`src/rtl/expr_cap_pkg.sv`:
```
// Shared types, constants and the XOR fold for the expression-result capture stage.
package expr_cap_pkg;

  localparam int SIG_W      = 32;
  localparam int FOLD_MAX_W = 128;

  localparam logic [SIG_W-1:0] POLY_DEFAULT = 32'h04C11DB7;
  localparam logic [SIG_W-1:0] SEED_DEFAULT = 32'h00000000;

  typedef enum logic [1:0] {
    IDLE = 2'd0,
    RUN  = 2'd1,
    DONE = 2'd2
  } run_state_e;

  // Input is zero-extended to FOLD_MAX_W by the caller, so any DATA_W up to 128 folds correctly.
  function automatic logic [SIG_W-1:0] fold_chunks(input logic [FOLD_MAX_W-1:0] d);
    logic [SIG_W-1:0] acc;
    acc = '0;
    for (int i = 0; i < FOLD_MAX_W / SIG_W; i++) begin
      acc = acc ^ d[i*SIG_W +: SIG_W];
    end
    return acc;
  endfunction

endpackage

```
`src/rtl/expr_misr_core.sv`:
```
// Signature register with shift/feedback/fold next-state logic.
module expr_misr_core
  import expr_cap_pkg::*;
#(
  parameter int               DATA_W = 90,
  parameter logic [SIG_W-1:0] POLY   = POLY_DEFAULT,
  parameter logic [SIG_W-1:0] SEED   = SEED_DEFAULT
) (
  input  logic              clk,
  input  logic              rst_n,
  input  logic              load_seed,
  input  logic              shift_en,
  input  logic [DATA_W-1:0] data,
  output logic [SIG_W-1:0]  sig,
  output logic [SIG_W-1:0]  sig_next
);

  logic [FOLD_MAX_W-1:0] data_ext;
  logic [SIG_W-1:0]      feedback;

  assign data_ext = FOLD_MAX_W'(data);
  assign feedback = sig[SIG_W-1] ? POLY : '0;
  assign sig_next = {sig[SIG_W-2:0], 1'b0} ^ feedback ^ fold_chunks(data_ext);

  always_ff @(posedge clk or negedge rst_n) begin
    if (!rst_n) begin
      sig <= SEED;
    end else if (load_seed) begin
      sig <= SEED;
    end else if (shift_en) begin
      sig <= sig_next;
    end
  end

endmodule

```
`src/rtl/expr_result_misr.sv`:
```
// Run-control FSM, vector counter and handshake around the MISR core.
// Optional golden compare enabled by defining EXPR_MISR_GOLDEN_EN.
//
// state | meaning
// IDLE  | after reset, waiting for start
// RUN   | accepting vectors into the signature
// DONE  | run complete, signature and count held
module expr_result_misr
  import expr_cap_pkg::*;
#(
  parameter int               DATA_W  = 90,
  parameter logic [SIG_W-1:0] POLY    = POLY_DEFAULT,
  parameter logic [SIG_W-1:0] SEED    = SEED_DEFAULT,
  parameter int               NUM_VEC = 256,
  parameter logic [SIG_W-1:0] GOLDEN  = 32'h00000000
) (
  input  logic                           clk,
  input  logic                           rst_n,
  input  logic                           start,
  input  logic                           in_valid,
  output logic                           in_ready,
  input  logic [DATA_W-1:0]              in_data,
  output logic                           busy,
  output logic                           done,
  output logic [$clog2(NUM_VEC+1)-1:0]   vec_count,
  output logic [SIG_W-1:0]               signature,
  output logic                           pass
);

  localparam int CNT_W = $clog2(NUM_VEC + 1);
  localparam logic [CNT_W-1:0] LAST_IDX = CNT_W'(NUM_VEC - 1);

  run_state_e       state, state_next;
  logic             accept;
  logic             last_accept;
  logic             load_seed;
  logic [SIG_W-1:0] sig_next;

  assign accept      = in_valid && in_ready;
  assign last_accept = accept && (vec_count == LAST_IDX);
  assign load_seed   = start && (state != RUN);

  always_ff @(posedge clk or negedge rst_n) begin
    if (!rst_n) begin
      state <= IDLE;
    end else begin
      state <= state_next;
    end
  end

  always_comb begin
    state_next = state;
    unique case (state)
      IDLE:    if (start) state_next = RUN;
      RUN:     if (last_accept) state_next = DONE;
      DONE:    if (start) state_next = RUN;
      default: state_next = IDLE;
    endcase
  end

  // Handshake depends on state only, never on in_valid.
  always_comb begin
    in_ready = 1'b0;
    busy     = 1'b0;
    done     = 1'b0;
    unique case (state)
      RUN: begin
        in_ready = 1'b1;
        busy     = 1'b1;
      end
      DONE:    done = 1'b1;
      default: ;
    endcase
  end

  // Saturates at NUM_VEC because RUN is left on the accept that reaches it.
  always_ff @(posedge clk or negedge rst_n) begin
    if (!rst_n) begin
      vec_count <= '0;
    end else if (load_seed) begin
      vec_count <= '0;
    end else if (accept) begin
      vec_count <= vec_count + CNT_W'(1);
    end
  end

  expr_misr_core #(
    .DATA_W (DATA_W),
    .POLY   (POLY),
    .SEED   (SEED)
  ) u_core (
    .clk       (clk),
    .rst_n     (rst_n),
    .load_seed (load_seed),
    .shift_en  (accept),
    .data      (in_data),
    .sig       (signature),
    .sig_next  (sig_next)
  );

`ifdef EXPR_MISR_GOLDEN_EN
  // Compare the value being loaded on the DONE-entry edge, not the registered one.
  always_ff @(posedge clk or negedge rst_n) begin
    if (!rst_n) begin
      pass <= 1'b0;
    end else if (load_seed) begin
      pass <= 1'b0;
    end else if (last_accept) begin
      pass <= (sig_next == GOLDEN);
    end
  end
`else
  logic unused_golden;
  assign unused_golden = ^{GOLDEN, sig_next};
  assign pass          = 1'b0;
`endif

endmodule

```
`config.mk`:
```
export PLATFORM = sky130hd
export DESIGN_NAME = expr_result_misr
export DESIGN_NICKNAME = d
export VERILOG_FILES = /design/src/rtl/expr_cap_pkg.sv /design/src/rtl/expr_misr_core.sv /design/src/rtl/expr_result_misr.sv
export SDC_FILE = /design/constraint.sdc
export NUM_CORES = 1
export LEC_CHECK = 0
export CAP_MARGIN = 0
export CORE_MARGIN = 1
export CORE_UTILIZATION = 39
export CTS_BUF_LIST = sky130_fd_sc_hd__clkbuf_2 sky130_fd_sc_hd__clkbuf_4 sky130_fd_sc_hd__clkbuf_8
export CTS_CLUSTER_DIAMETER = 200
export CTS_CLUSTER_SIZE = 20
export DETAILED_ROUTE_END_ITERATION = 16
export MAX_ROUTING_LAYER = met4
export PLACE_DENSITY = 0.76
export SETUP_SLACK_MARGIN = 0.5
export SYNTH_ARGS = -nofsm -noshare
export SYNTH_HDL_FRONTEND = slang
export SYNTH_HIERARCHICAL = 1
export SYNTH_SLANG_ARGS = --single-unit
```
`constraint.sdc`:
```
create_clock -name clk -period 3.7 [get_ports clk]
set_input_delay 0.37 -clock clk [delete_from_list [all_inputs] [get_ports clk]]
set_output_delay 0.37 -clock clk [all_outputs]
set_load 0.01 [all_outputs]
```
==> impl_metrics.xml, run 1 <==
<?xml version="1.0" encoding="UTF-8"?>
<metrics>
  <group name="critical_path">
    <metric name="timing.critical_path.to_type" unit="">flip-flop</metric>
    <metric name="critical_path_arrival" unit="ns">2.78</metric>
    <metric name="start_kind" unit="">flip-flop</metric>
    <metric name="criticalPathCategory" unit="">flip-flop to flip-flop</metric>
    <metric name="worstPathMaxFanout" unit="">27</metric>
    <metric name="critical_path_required_time" unit="ns">3.87</metric>
  </group>
  <group name="finish">
    <metric name="layout_common_cells" unit="">sky130_fd_sc_hd__clkdlybuf4s50_1 (136), sky130_fd_sc_hd__dfrtp_1 (43), sky130_fd_sc_hd__xnor2_1 (30), sky130_fd_sc_hd__xor2_1 (28)</metric>
    <metric name="final_nets" unit="">484</metric>
    <metric name="postLayoutCoreUtil" unit="%">62.0</metric>
    <metric name="antenna_cells" unit="">0</metric>
    <metric name="final.fill_count" unit="">607</metric>
    <metric name="layout-area-overhead-vs-synth" unit="%">53.9</metric>
    <metric name="combined_flip_flop_and_latch_cell_area" unit="µm²">1080</metric>
    <metric name="fin_area" unit="µm²">4500</metric>
    <metric name="drive_above_1_share" unit="%">9.51</metric>
    <metric name="multi_input_comb_area" unit="µm²">1760</metric>
    <metric name="layout.cells.most_common" unit="">sky130_fd_sc_hd__clkdlybuf4s50_1</metric>
  </group>
  <group name="sta">
    <metric name="post-route-min-period" unit="ns">2.61</metric>
    <metric name="final_hold_viol_count" unit="">0</metric>
    <metric name="setup_viol_count_final" unit="">0</metric>
    <metric name="timing.fmax" unit="MHz">384</metric>
    <metric name="fin_tns_setup" unit="ns">0</metric>
    <metric name="max_slew_margin" unit="%">35.4</metric>
    <metric name="worst-slew-pin-transition" unit="ns">0.968</metric>
    <metric name="clock-skew-final" unit="ns">0.0112</metric>
    <metric name="timing.final.max_slew_violations" unit="">0</metric>
    <metric name="share_of_the_clock_period_used_by_the_worst_path_after_layout" unit="%">70.4</metric>
    <metric name="rsz0062_at_grt" unit="">no</metric>
  </group>
  <group name="route">
    <metric name="topRoutingLayerUsed" unit="">met4</metric>
    <metric name="post_route_drc" unit="">0</metric>
    <metric name="met3_wirelength" unit="µm">384</metric>
    <metric name="detail-route-antenna-nets" unit="">0</metric>
    <metric name="route.detailed.vias_per_inst" unit="">5.07</metric>
    <metric name="drt-total-wl" unit="µm">7660</metric>
    <metric name="wl_met2" unit="µm">3920</metric>
    <metric name="via_count" unit="">2476</metric>
    <metric name="drt-pass1-iter-count" unit="">4</metric>
    <metric name="m1WireLength" unit="µm">3260</metric>
    <metric name="drt_iter0_drcs" unit="">104</metric>
    <metric name="wl_per_cell" unit="µm">15.7</metric>
  </group>
  <group name="global_routing">
    <metric name="grt_pass1_wl" unit="µm">11900</metric>
    <metric name="gr-usage-all-layers" unit="%">20.8</metric>
    <metric name="grt_max_degree" unit="">44</metric>
    <metric name="grt_pass1_vias" unit="">2509</metric>
    <metric name="antenna_found_initial" unit="">0</metric>
    <metric name="grt_overflow" unit="">0</metric>
  </group>
  <group name="pwr">
    <metric name="pwr_cell_area" unit="nW/µm²">626</metric>
    <metric name="vdd_ir_drop_max" unit="mV">0.266</metric>
    <metric name="p_leak" unit="nW">1.99</metric>
  </group>
  <group name="die">
    <metric name="die-area" unit="µm²">7850</metric>
    <metric name="fp.dieH" unit="µm">88.6</metric>
    <metric name="floorplan.initialDensity" unit="%">40.3</metric>
    <metric name="horiz_die_dim" unit="µm">88.6</metric>
    <metric name="top_level_ports" unit="">139</metric>
    <metric name="fp-row-count" unit="">31</metric>
    <metric name="core-area" unit="µm²">7250</metric>
  </group>
  <group name="clocking">
    <metric name="cts.htree.levels" unit="">2</metric>
    <metric name="cts_inserted_buffers" unit="">5</metric>
    <metric name="cts_resized" unit="">0</metric>
    <metric name="cts_setup_buffers" unit="">0</metric>
    <metric name="path_clk_slew" unit="ns">0.09</metric>
    <metric name="tritoncts_clock_tree" unit="">built</metric>
    <metric name="cts.hold.buffers_added" unit="">0</metric>
    <metric name="clock_tree.buffer_depth" unit="">2</metric>
    <metric name="library_cell_used_as_clock_root_buffer" unit="">sky130_fd_sc_hd__clkbuf_8</metric>
    <metric name="clk_latency" unit="ns">0.30</metric>
    <metric name="cts_num_sinks" unit="">43</metric>
  </group>
  <group name="place">
    <metric name="place.gp.congestion" unit="">0.792</metric>
    <metric name="place.port_buffers" unit="">137</metric>
    <metric name="post-dp-hpwl" unit="µm">5730</metric>
    <metric name="placedInstanceArea" unit="µm²">4360</metric>
  </group>
  <group name="synth">
    <metric name="ys_warn_count" unit="">6</metric>
    <metric name="syn_area_per_cell" unit="µm²">11.5</metric>
    <metric name="net_count_after_synthesis" unit="">351</metric>
    <metric name="post_synth_inst_count" unit="">255</metric>
    <metric name="netlist_area" unit="µm²">2920</metric>
  </group>
  <group name="run_status">
    <metric name="status" unit="">complete, no violations</metric>
  </group>
  <group name="worst_hold_path">
    <metric name="min-delay-path-class" unit="">input port to async pin</metric>
  </group>
  <group name="job">
    <metric name="maxCapViolCount" unit="">0</metric>
  </group>
</metrics>
==> through the flow <==
stage          instances  hold WS [ns]  setup slack [ns]  total power, mW
4_1_cts              488         0.262              1.09             2.84
6_report             488         0.227              1.09             2.82
3_3_place_gp         480         0.507             0.930             2.35
5_1_grt              488         0.308             0.909             2.98
2_1_floorplan        255        0.0744              1.66             1.75
3_5_place_dp         480         0.501             0.879             2.39
==> registers in the layout, indices dropped and copies added, names as in the netlist <==
| name | flops |
|---|---|
| u_core/sig | 32 |
| vec_count | 9 |
| state | 2 |
==> power breakdown <==
part / internal, mW / switching (mW) / total (mW)
clock network: 0.277 / 0.162 / 0.439
registers: 0.651 / 0.219 / 0.869
logic: 1.00 / 0.509 / 1.51
==> routing by layer <==
metal | up-vias | global-route usage, %
li1 | 1167 | -
met1 | 1214 | 25.1
met2 | 88 | 35.9
met3 | 7 | 3.54
met4 | 0 | 5.57
met5 | - | -
==> final timing paths <==
kind,from,endpoint,slack (ns),cells after the start
min,rst_n,vec_count[1],0.23,1
max reg2reg,state[1],u_core/sig[5],1.09,6
min in group clk,vec_count[7],vec_count[7],0.51,1
max in group asynchronous,rst_n,u_core/sig[26],2.87,1
max,state[1],u_core/sig[5],1.09,6
min reg2reg,vec_count[7],vec_count[7],0.51,1
==> critical path: stages (launching register included) <==
cell	delay, ns
sky130_fd_sc_hd__dfrtp_1	0.40
sky130_fd_sc_hd__nand2b_4	0.18
sky130_fd_sc_hd__inv_1	0.13
sky130_fd_sc_hd__and2_1	0.14
sky130_fd_sc_hd__buf_4	0.28
sky130_fd_sc_hd__clkinv_1	0.73
sky130_fd_sc_hd__a311o_1	0.61
==> cell type report <==
class,count,share of cell area [%]
clock buffer,6,1.70
clock inverter,2,1.33
inverter,7,0.584
multi-input combinational,192,39.0
sequential,43,23.9
tap,99,2.75
timing repair buffer,139,30.7
(Power assumes the default switching activity.)
==> run 2, diff against run 1 <==
clock period = 2.6 ns   (was 3.7 ns; I/O delays follow)
==> run 2 against run 1 <==
Effect of this change:
- die area unchanged
- sequential share of layout area up 0.19 points
- maximum frequency up 31%
- hold slack worse by 0.11 ns
- final cell count up 0.20%
- sequential power up 44%
- sequential cell count unchanged
- combinational power up 42%
- final area down 0.78%
- critical path type unchanged
- largest cell class unchanged
- largest power group unchanged
==> impl_metrics.xml, run 2 (same netlist as run 1, synthesis figures left out) <==
<?xml version="1.0" encoding="UTF-8"?>
<metrics>
  <group name="run_status">
    <metric name="status" unit="">complete, no violations</metric>
  </group>
  <group name="worst_hold_path">
    <metric name="min-delay-path-class" unit="">input port to async pin</metric>
  </group>
  <group name="sta">
    <metric name="final_hold_viol_count" unit="">0</metric>
    <metric name="timing.fmax" unit="MHz">501</metric>
    <metric name="clock-skew-final" unit="ns">0.00511</metric>
    <metric name="setup_viol_count_final" unit="">0</metric>
    <metric name="post-route-min-period" unit="ns">2.00</metric>
    <metric name="worst-slew-pin-transition" unit="ns">0.976</metric>
    <metric name="fin_tns_setup" unit="ns">0</metric>
    <metric name="max_slew_margin" unit="%">34.9</metric>
    <metric name="rsz0062_at_grt" unit="">no</metric>
    <metric name="timing.final.max_slew_violations" unit="">0</metric>
    <metric name="share_of_the_clock_period_used_by_the_worst_path_after_layout" unit="%">76.8</metric>
  </group>
  <group name="route">
    <metric name="drt_iter0_drcs" unit="">95</metric>
    <metric name="via_count" unit="">2395</metric>
    <metric name="drt-total-wl" unit="µm">7350</metric>
    <metric name="route.detailed.vias_per_inst" unit="">4.90</metric>
    <metric name="post_route_drc" unit="">0</metric>
    <metric name="wl_per_cell" unit="µm">15.0</metric>
    <metric name="drt-pass1-iter-count" unit="">4</metric>
    <metric name="detail-route-antenna-nets" unit="">0</metric>
  </group>
  <group name="critical_path">
    <metric name="series_of_cell_instances_along_the_critical_path" unit="">nand2b_4 &gt; inv_1 &gt; nor2_1 &gt; clkinv_1 &gt; buf_4 &gt; a311o_1</metric>
    <metric name="timing.critical_path.to_type" unit="">flip-flop</metric>
    <metric name="criticalPathCategory" unit="">flip-flop to flip-flop</metric>
    <metric name="critical_path_required_time" unit="ns">2.77</metric>
    <metric name="timing.critical_path.max_delay_family" unit="">buffers and inverters</metric>
    <metric name="critPathMaxStageDelay" unit="ns">0.45</metric>
    <metric name="start_kind" unit="">flip-flop</metric>
    <metric name="worstPathMaxFanout" unit="">11</metric>
    <metric name="cp_slowest_cell" unit="">sky130_fd_sc_hd__dfrtp_1</metric>
    <metric name="critical_path_arrival" unit="ns">2.17</metric>
    <metric name="timing.critical_path.buf_inv" unit="">3</metric>
  </group>
  <group name="finish">
    <metric name="regs_by_ff_count" unit="">u_core/sig x32, vec_count x9, state x2</metric>
    <metric name="layout_common_cells" unit="">sky130_fd_sc_hd__clkdlybuf4s50_1 (136), sky130_fd_sc_hd__dfrtp_1 (43), sky130_fd_sc_hd__xnor2_1 (30), sky130_fd_sc_hd__xor2_1 (28)</metric>
    <metric name="layout-area-overhead-vs-synth" unit="%">52.7</metric>
    <metric name="largest_reg_flops" unit="">32</metric>
    <metric name="postLayoutCoreUtil" unit="%">61.6</metric>
    <metric name="largest-register" unit="">u_core/sig</metric>
    <metric name="drive_above_1_share" unit="%">10.0</metric>
    <metric name="final_nets" unit="">487</metric>
    <metric name="layout.cells.most_common" unit="">sky130_fd_sc_hd__clkdlybuf4s50_1</metric>
    <metric name="antenna_cells" unit="">0</metric>
    <metric name="final.fill_count" unit="">632</metric>
  </group>
  <group name="place">
    <metric name="place.gp.congestion" unit="">0.847</metric>
    <metric name="place.port_buffers" unit="">137</metric>
    <metric name="post-dp-hpwl" unit="µm">5680</metric>
  </group>
  <group name="pwr">
    <metric name="p_leak" unit="nW">1.97</metric>
    <metric name="vdd_ir_drop_max" unit="mV">0.438</metric>
    <metric name="pwr_cell_area" unit="nW/µm²">846</metric>
  </group>
  <group name="clocking">
    <metric name="cts_inserted_buffers" unit="">5</metric>
    <metric name="tritoncts_clock_tree" unit="">built</metric>
    <metric name="cts.hold.buffers_added" unit="">0</metric>
    <metric name="library_cell_used_as_clock_root_buffer" unit="">sky130_fd_sc_hd__clkbuf_8</metric>
    <metric name="cts_resized" unit="">1</metric>
    <metric name="clk_latency" unit="ns">0.29</metric>
    <metric name="path_clk_slew" unit="ns">0.07</metric>
    <metric name="cts_num_sinks" unit="">43</metric>
    <metric name="cts.htree.levels" unit="">2</metric>
    <metric name="clock_tree.buffer_depth" unit="">2</metric>
    <metric name="cts_setup_buffers" unit="">0</metric>
  </group>
  <group name="job">
    <metric name="maxCapViolCount" unit="">0</metric>
  </group>
  <group name="global_routing">
    <metric name="grt_pass1_wl" unit="µm">11500</metric>
    <metric name="gr-usage-all-layers" unit="%">19.9</metric>
    <metric name="grt_max_degree" unit="">44</metric>
    <metric name="grt_pass1_vias" unit="">2362</metric>
    <metric name="grt_overflow" unit="">0</metric>
    <metric name="antenna_found_initial" unit="">0</metric>
  </group>
  <group name="die">
    <metric name="fp.dieH" unit="µm">88.6</metric>
    <metric name="horiz_die_dim" unit="µm">88.6</metric>
    <metric name="die-area" unit="µm²">7850</metric>
    <metric name="top_level_ports" unit="">139</metric>
    <metric name="fp-row-count" unit="">31</metric>
    <metric name="floorplan.initialDensity" unit="%">40.3</metric>
    <metric name="core-area" unit="µm²">7250</metric>
  </group>
</metrics>
[run 2: cell types whose count changed in the layout (fill, tap and decap cells not counted), sizes merged]
| cell | previous run | this run |
|---|---|---|
| buf | 3 | 6 |
| bufinv | 2 | 0 |
[run 2: path summary, 6_finish.rpt]
| kind | from | end | slack (ns) | cells after the start |
|---|---|---|---|---|
| max reg2reg | state[0] | u_core/sig[8] | 0.60 | 6 |
| min reg2reg | vec_count[7] | vec_count[7] | 0.53 | 1 |
| min in group clk | vec_count[7] | vec_count[7] | 0.53 | 1 |
| max in group asynchronous | rst_n | vec_count[0] | 1.86 | 1 |
| max | state[0] | u_core/sig[8] | 0.60 | 6 |
| min | rst_n | u_core/sig[4] | 0.12 | 1 |
[run 2: metal layers]
layer | global-route usage, % | up-vias | wire length, µm
met3 | 2.71 | 7 | 314
met5 | - | - | 0
li1 | - | 1172 | -
met4 | 5.28 | 0 | 82
met2 | 33.3 | 80 | 3690
met1 | 25.4 | 1136 | 3260
[run 2: metrics by stage]
step                      cell area [µm²]  setup WS, ns  instances  hold slack, ns  total power, mW
final                                4470         0.604        489           0.117             3.78
after global routing                 4470         0.503        489           0.211             4.00
after CTS                            4470         0.579        489           0.157             3.82
after detailed placement             4390         0.361        483           0.488             3.41
after global placement               4390         0.412        483           0.477             3.36
after floorplan                      2920         0.562        255         -0.0356             2.50
[run 2: where the power goes]
| group | total, mW | switching (mW) | leakage [nW] | internal (mW) |
|---|---|---|---|---|
| clock | 0.395 | 0.205 | 0.0406 | 0.190 |
| combinational | 2.14 | 0.709 | 1.40 | 1.43 |
| sequential | 1.25 | 0.319 | 0.527 | 0.927 |
[run 2: final cells by class]
| type | count | area, µm² | area share [%] |
|---|---|---|---|
| Timing Repair Buffer | 142 | 1400 | 31.4 |
| Multi-Input combinational cell | 192 | 1760 | 39.4 |
| Tap cell | 99 | 124 | 2.77 |
| Clock buffer | 6 | 76.3 | 1.71 |
| Inverter | 7 | 26.3 | 0.588 |
| Sequential cell | 43 | 1080 | 24.1 |
==> run 3, diff against run 2 <==
clock period = 2 ns   (was 2.6 ns; I/O delays follow)
==> run 3 against run 2 <==
Effect of this change:
- critical path depth shrank 2
- routed wire length grew 14%
- sequential share of layout area shrank 2.6 points
- global-route usage grew 0.93 points
- die area is the same
- core utilization grew 7.8 points
- maximum frequency grew 24%
- final cell count grew 8.8%
- critical path type unchanged
==> impl_metrics.xml, run 3 (same netlist as run 1, synthesis figures left out) <==
<?xml version="1.0" encoding="UTF-8"?>
<metrics>
  <group name="route">
    <metric name="detail-route-antenna-nets" unit="">0</metric>
    <metric name="route.detailed.vias_per_inst" unit="">4.98</metric>
    <metric name="via_count" unit="">2648</metric>
    <metric name="post_route_drc" unit="">0</metric>
    <metric name="drt-total-wl" unit="µm">8410</metric>
    <metric name="drt-pass1-iter-count" unit="">4</metric>
    <metric name="drt_iter0_drcs" unit="">84</metric>
    <metric name="wl_per_cell" unit="µm">15.8</metric>
  </group>
  <group name="clocking">
    <metric name="path_clk_slew" unit="ns">0.09</metric>
    <metric name="tritoncts_clock_tree" unit="">built</metric>
    <metric name="cts_inserted_buffers" unit="">5</metric>
    <metric name="library_cell_used_as_clock_root_buffer" unit="">sky130_fd_sc_hd__clkbuf_8</metric>
    <metric name="cts.htree.levels" unit="">2</metric>
    <metric name="clock_tree.buffer_depth" unit="">2</metric>
    <metric name="clk_latency" unit="ns">0.30</metric>
    <metric name="cts_num_sinks" unit="">43</metric>
  </group>
  <group name="place">
    <metric name="post-dp-hpwl" unit="µm">5880</metric>
    <metric name="place.port_buffers" unit="">137</metric>
    <metric name="place.gp.congestion" unit="">0.817</metric>
    <metric name="dp.cells" unit="">485</metric>
  </group>
  <group name="die">
    <metric name="die-area" unit="µm²">7850</metric>
    <metric name="top_level_ports" unit="">139</metric>
    <metric name="core-area" unit="µm²">7250</metric>
    <metric name="fp.dieH" unit="µm">88.6</metric>
    <metric name="horiz_die_dim" unit="µm">88.6</metric>
    <metric name="fp-row-count" unit="">31</metric>
    <metric name="floorplan.initialDensity" unit="%">40.3</metric>
  </group>
  <group name="sta">
    <metric name="timing.final.max_slew_violations" unit="">0</metric>
    <metric name="timing.fmax" unit="MHz">623</metric>
    <metric name="final_hold_viol_count" unit="">0</metric>
    <metric name="setup_viol_count_final" unit="">0</metric>
    <metric name="share_of_the_clock_period_used_by_the_worst_path_after_layout" unit="%">80.3</metric>
    <metric name="clock-skew-final" unit="ns">0.00891</metric>
    <metric name="rsz0062_at_grt" unit="">yes</metric>
    <metric name="fin_tns_setup" unit="ns">0</metric>
    <metric name="post-route-min-period" unit="ns">1.61</metric>
  </group>
  <group name="pwr">
    <metric name="vdd_ir_drop_max" unit="mV">0.591</metric>
    <metric name="power_report.internal_total" unit="mW">3.73</metric>
    <metric name="logic_gate_share_of_total_power" unit="%">58.8</metric>
    <metric name="pwr_cell_area" unit="nW/µm²">1100</metric>
    <metric name="p_leak" unit="nW">2.38</metric>
    <metric name="power_switching_share" unit="%">32.3</metric>
    <metric name="part_of_the_power_in_the_clock_network" unit="%">13.0</metric>
    <metric name="p_sw" unit="mW">1.78</metric>
    <metric name="sequential_share_of_power" unit="%">28.2</metric>
  </group>
  <group name="critical_path">
    <metric name="worstPathMaxFanout" unit="">8</metric>
    <metric name="criticalPathCategory" unit="">flip-flop to flip-flop</metric>
    <metric name="r2r-end" unit="">u_core/sig[7]</metric>
    <metric name="rrSetupSlack" unit="ns">0.39</metric>
    <metric name="timing.critical_path.to_type" unit="">flip-flop</metric>
    <metric name="critical_path_required_time" unit="ns">2.18</metric>
    <metric name="critical_path_arrival" unit="ns">1.79</metric>
    <metric name="critical_path.reg2reg.startpoint" unit="">u_core/sig[31]</metric>
    <metric name="worst-r2r-cell-count" unit="">4</metric>
    <metric name="start_kind" unit="">flip-flop</metric>
  </group>
  <group name="finish">
    <metric name="layout.cells.most_common" unit="">sky130_fd_sc_hd__clkdlybuf4s50_1</metric>
    <metric name="layout_common_cells" unit="">sky130_fd_sc_hd__clkdlybuf4s50_1 (117), sky130_fd_sc_hd__dfrtp_1 (39), sky130_fd_sc_hd__buf_4 (31), sky130_fd_sc_hd__xnor2_1 (30), sky130_fd_sc_hd__xor2_1 (28)</metric>
    <metric name="drive_above_1_share" unit="%">23.1</metric>
    <metric name="instances_no_fill" unit="">532</metric>
    <metric name="regs_by_ff_count" unit="">u_core/sig x32, vec_count x9, state x2</metric>
    <metric name="antenna_cells" unit="">0</metric>
    <metric name="largest-register" unit="">u_core/sig</metric>
    <metric name="layout-area-overhead-vs-synth" unit="%">72.0</metric>
    <metric name="final_nets" unit="">528</metric>
    <metric name="largest_reg_flops" unit="">32</metric>
  </group>
  <group name="worst_hold_path">
    <metric name="min-delay-path-class" unit="">input port to async pin</metric>
  </group>
  <group name="global_routing">
    <metric name="grt_pass1_vias" unit="">2413</metric>
    <metric name="grt_pass1_wl" unit="µm">11900</metric>
    <metric name="grt_max_degree" unit="">28</metric>
    <metric name="gr-usage-all-layers" unit="%">20.8</metric>
    <metric name="antenna_found_initial" unit="">0</metric>
    <metric name="grt_overflow" unit="">0</metric>
  </group>
  <group name="job">
    <metric name="maxCapViolCount" unit="">0</metric>
  </group>
  <group name="run_status">
    <metric name="status" unit="">complete, no violations</metric>
  </group>
</metrics>
run 3: what timing repair did:
item	4_1_cts	5_1_grt
hold endpoints to repair	14	0
pin swaps	0	12
gates cloned	1	6
setup endpoints to repair	46	52
hold buffers	1	0
resized for setup	26	25
setup buffers	14	17
run 3: area by class of cell:
type / count / area [µm²]
Tap cell: 99 / 124
Clock buffer: 6 / 82.6
Inverter: 7 / 47.5
Sequential cell: 43 / 1080
Timing Repair inverter: 1 / 6.26
Multi-Input combinational cell: 195 / 1880
Timing Repair Buffer: 179 / 1780
Fill cell: 553 / 2220
Clock inverter: 2 / 35.0
run 3: worst max-delay path by stage:
stage	startpoint	end	depth (start not counted)
after floorplan	state[0]	u_core/sig[10]	8
after global placement	start	u_core/sig[16]	5
after detailed placement	in_valid	u_core/sig[7]	4
after CTS	u_core/sig[31]	signature[31]	3
after global routing	state[0]	u_core/sig[7]	7
final	u_core/sig[31]	u_core/sig[7]	4
run 3: metal layers:
metal | up-vias | GRT usage (%) | routed length, µm
li1 | 1260 | - | -
met1 | 1302 | 26.6 | 3580
met2 | 81 | 34.5 | 4350
met3 | 5 | 3.26 | 403
met4 | 0 | 5.72 | 73
met5 | - | - | 0
run 3: critical path, cell delays in order (launching register included):
cell and delay [ns]:
sky130_fd_sc_hd__dfrtp_2 0.38, sky130_fd_sc_hd__buf_6 0.14, sky130_fd_sc_hd__xnor3_4 0.49, sky130_fd_sc_hd__and3_1 0.20, sky130_fd_sc_hd__a311o_1 0.28
run 3: power groups by stage:
| stage | Combinational (mW) | Clock [mW] | Sequential [mW] |
|---|---|---|---|
| floorplan | 1.66 | 0 | 1.69 |
| global placement | 2.87 | 0 | 1.61 |
| detailed placement | 2.92 | 0 | 1.62 |
| CTS | 3.03 | 0.729 | 1.58 |
| global route | 3.45 | 0.764 | 1.60 |
| finish | 3.24 | 0.719 | 1.55 |
run 3: through the flow:
| stage | hold slack [ns] | power [mW] | util, % | setup slack (ns) | cell area [µm²] |
|---|---|---|---|---|---|
| final | 0.336 | 5.51 | 69.3 | 0.395 | 5030 |
| after global routing | 0.378 | 5.82 | 69.3 | 0.357 | 5030 |
| after CTS | 0.342 | 5.33 | 65.2 | 0.301 | 4730 |
| after detailed placement | 0.139 | 4.54 | 61.7 | 0.225 | 4470 |
| after global placement | 0.134 | 4.48 | 61.7 | 0.288 | 4470 |
| after floorplan | -0.0956 | 3.35 | - | 0.212 | 3060 |
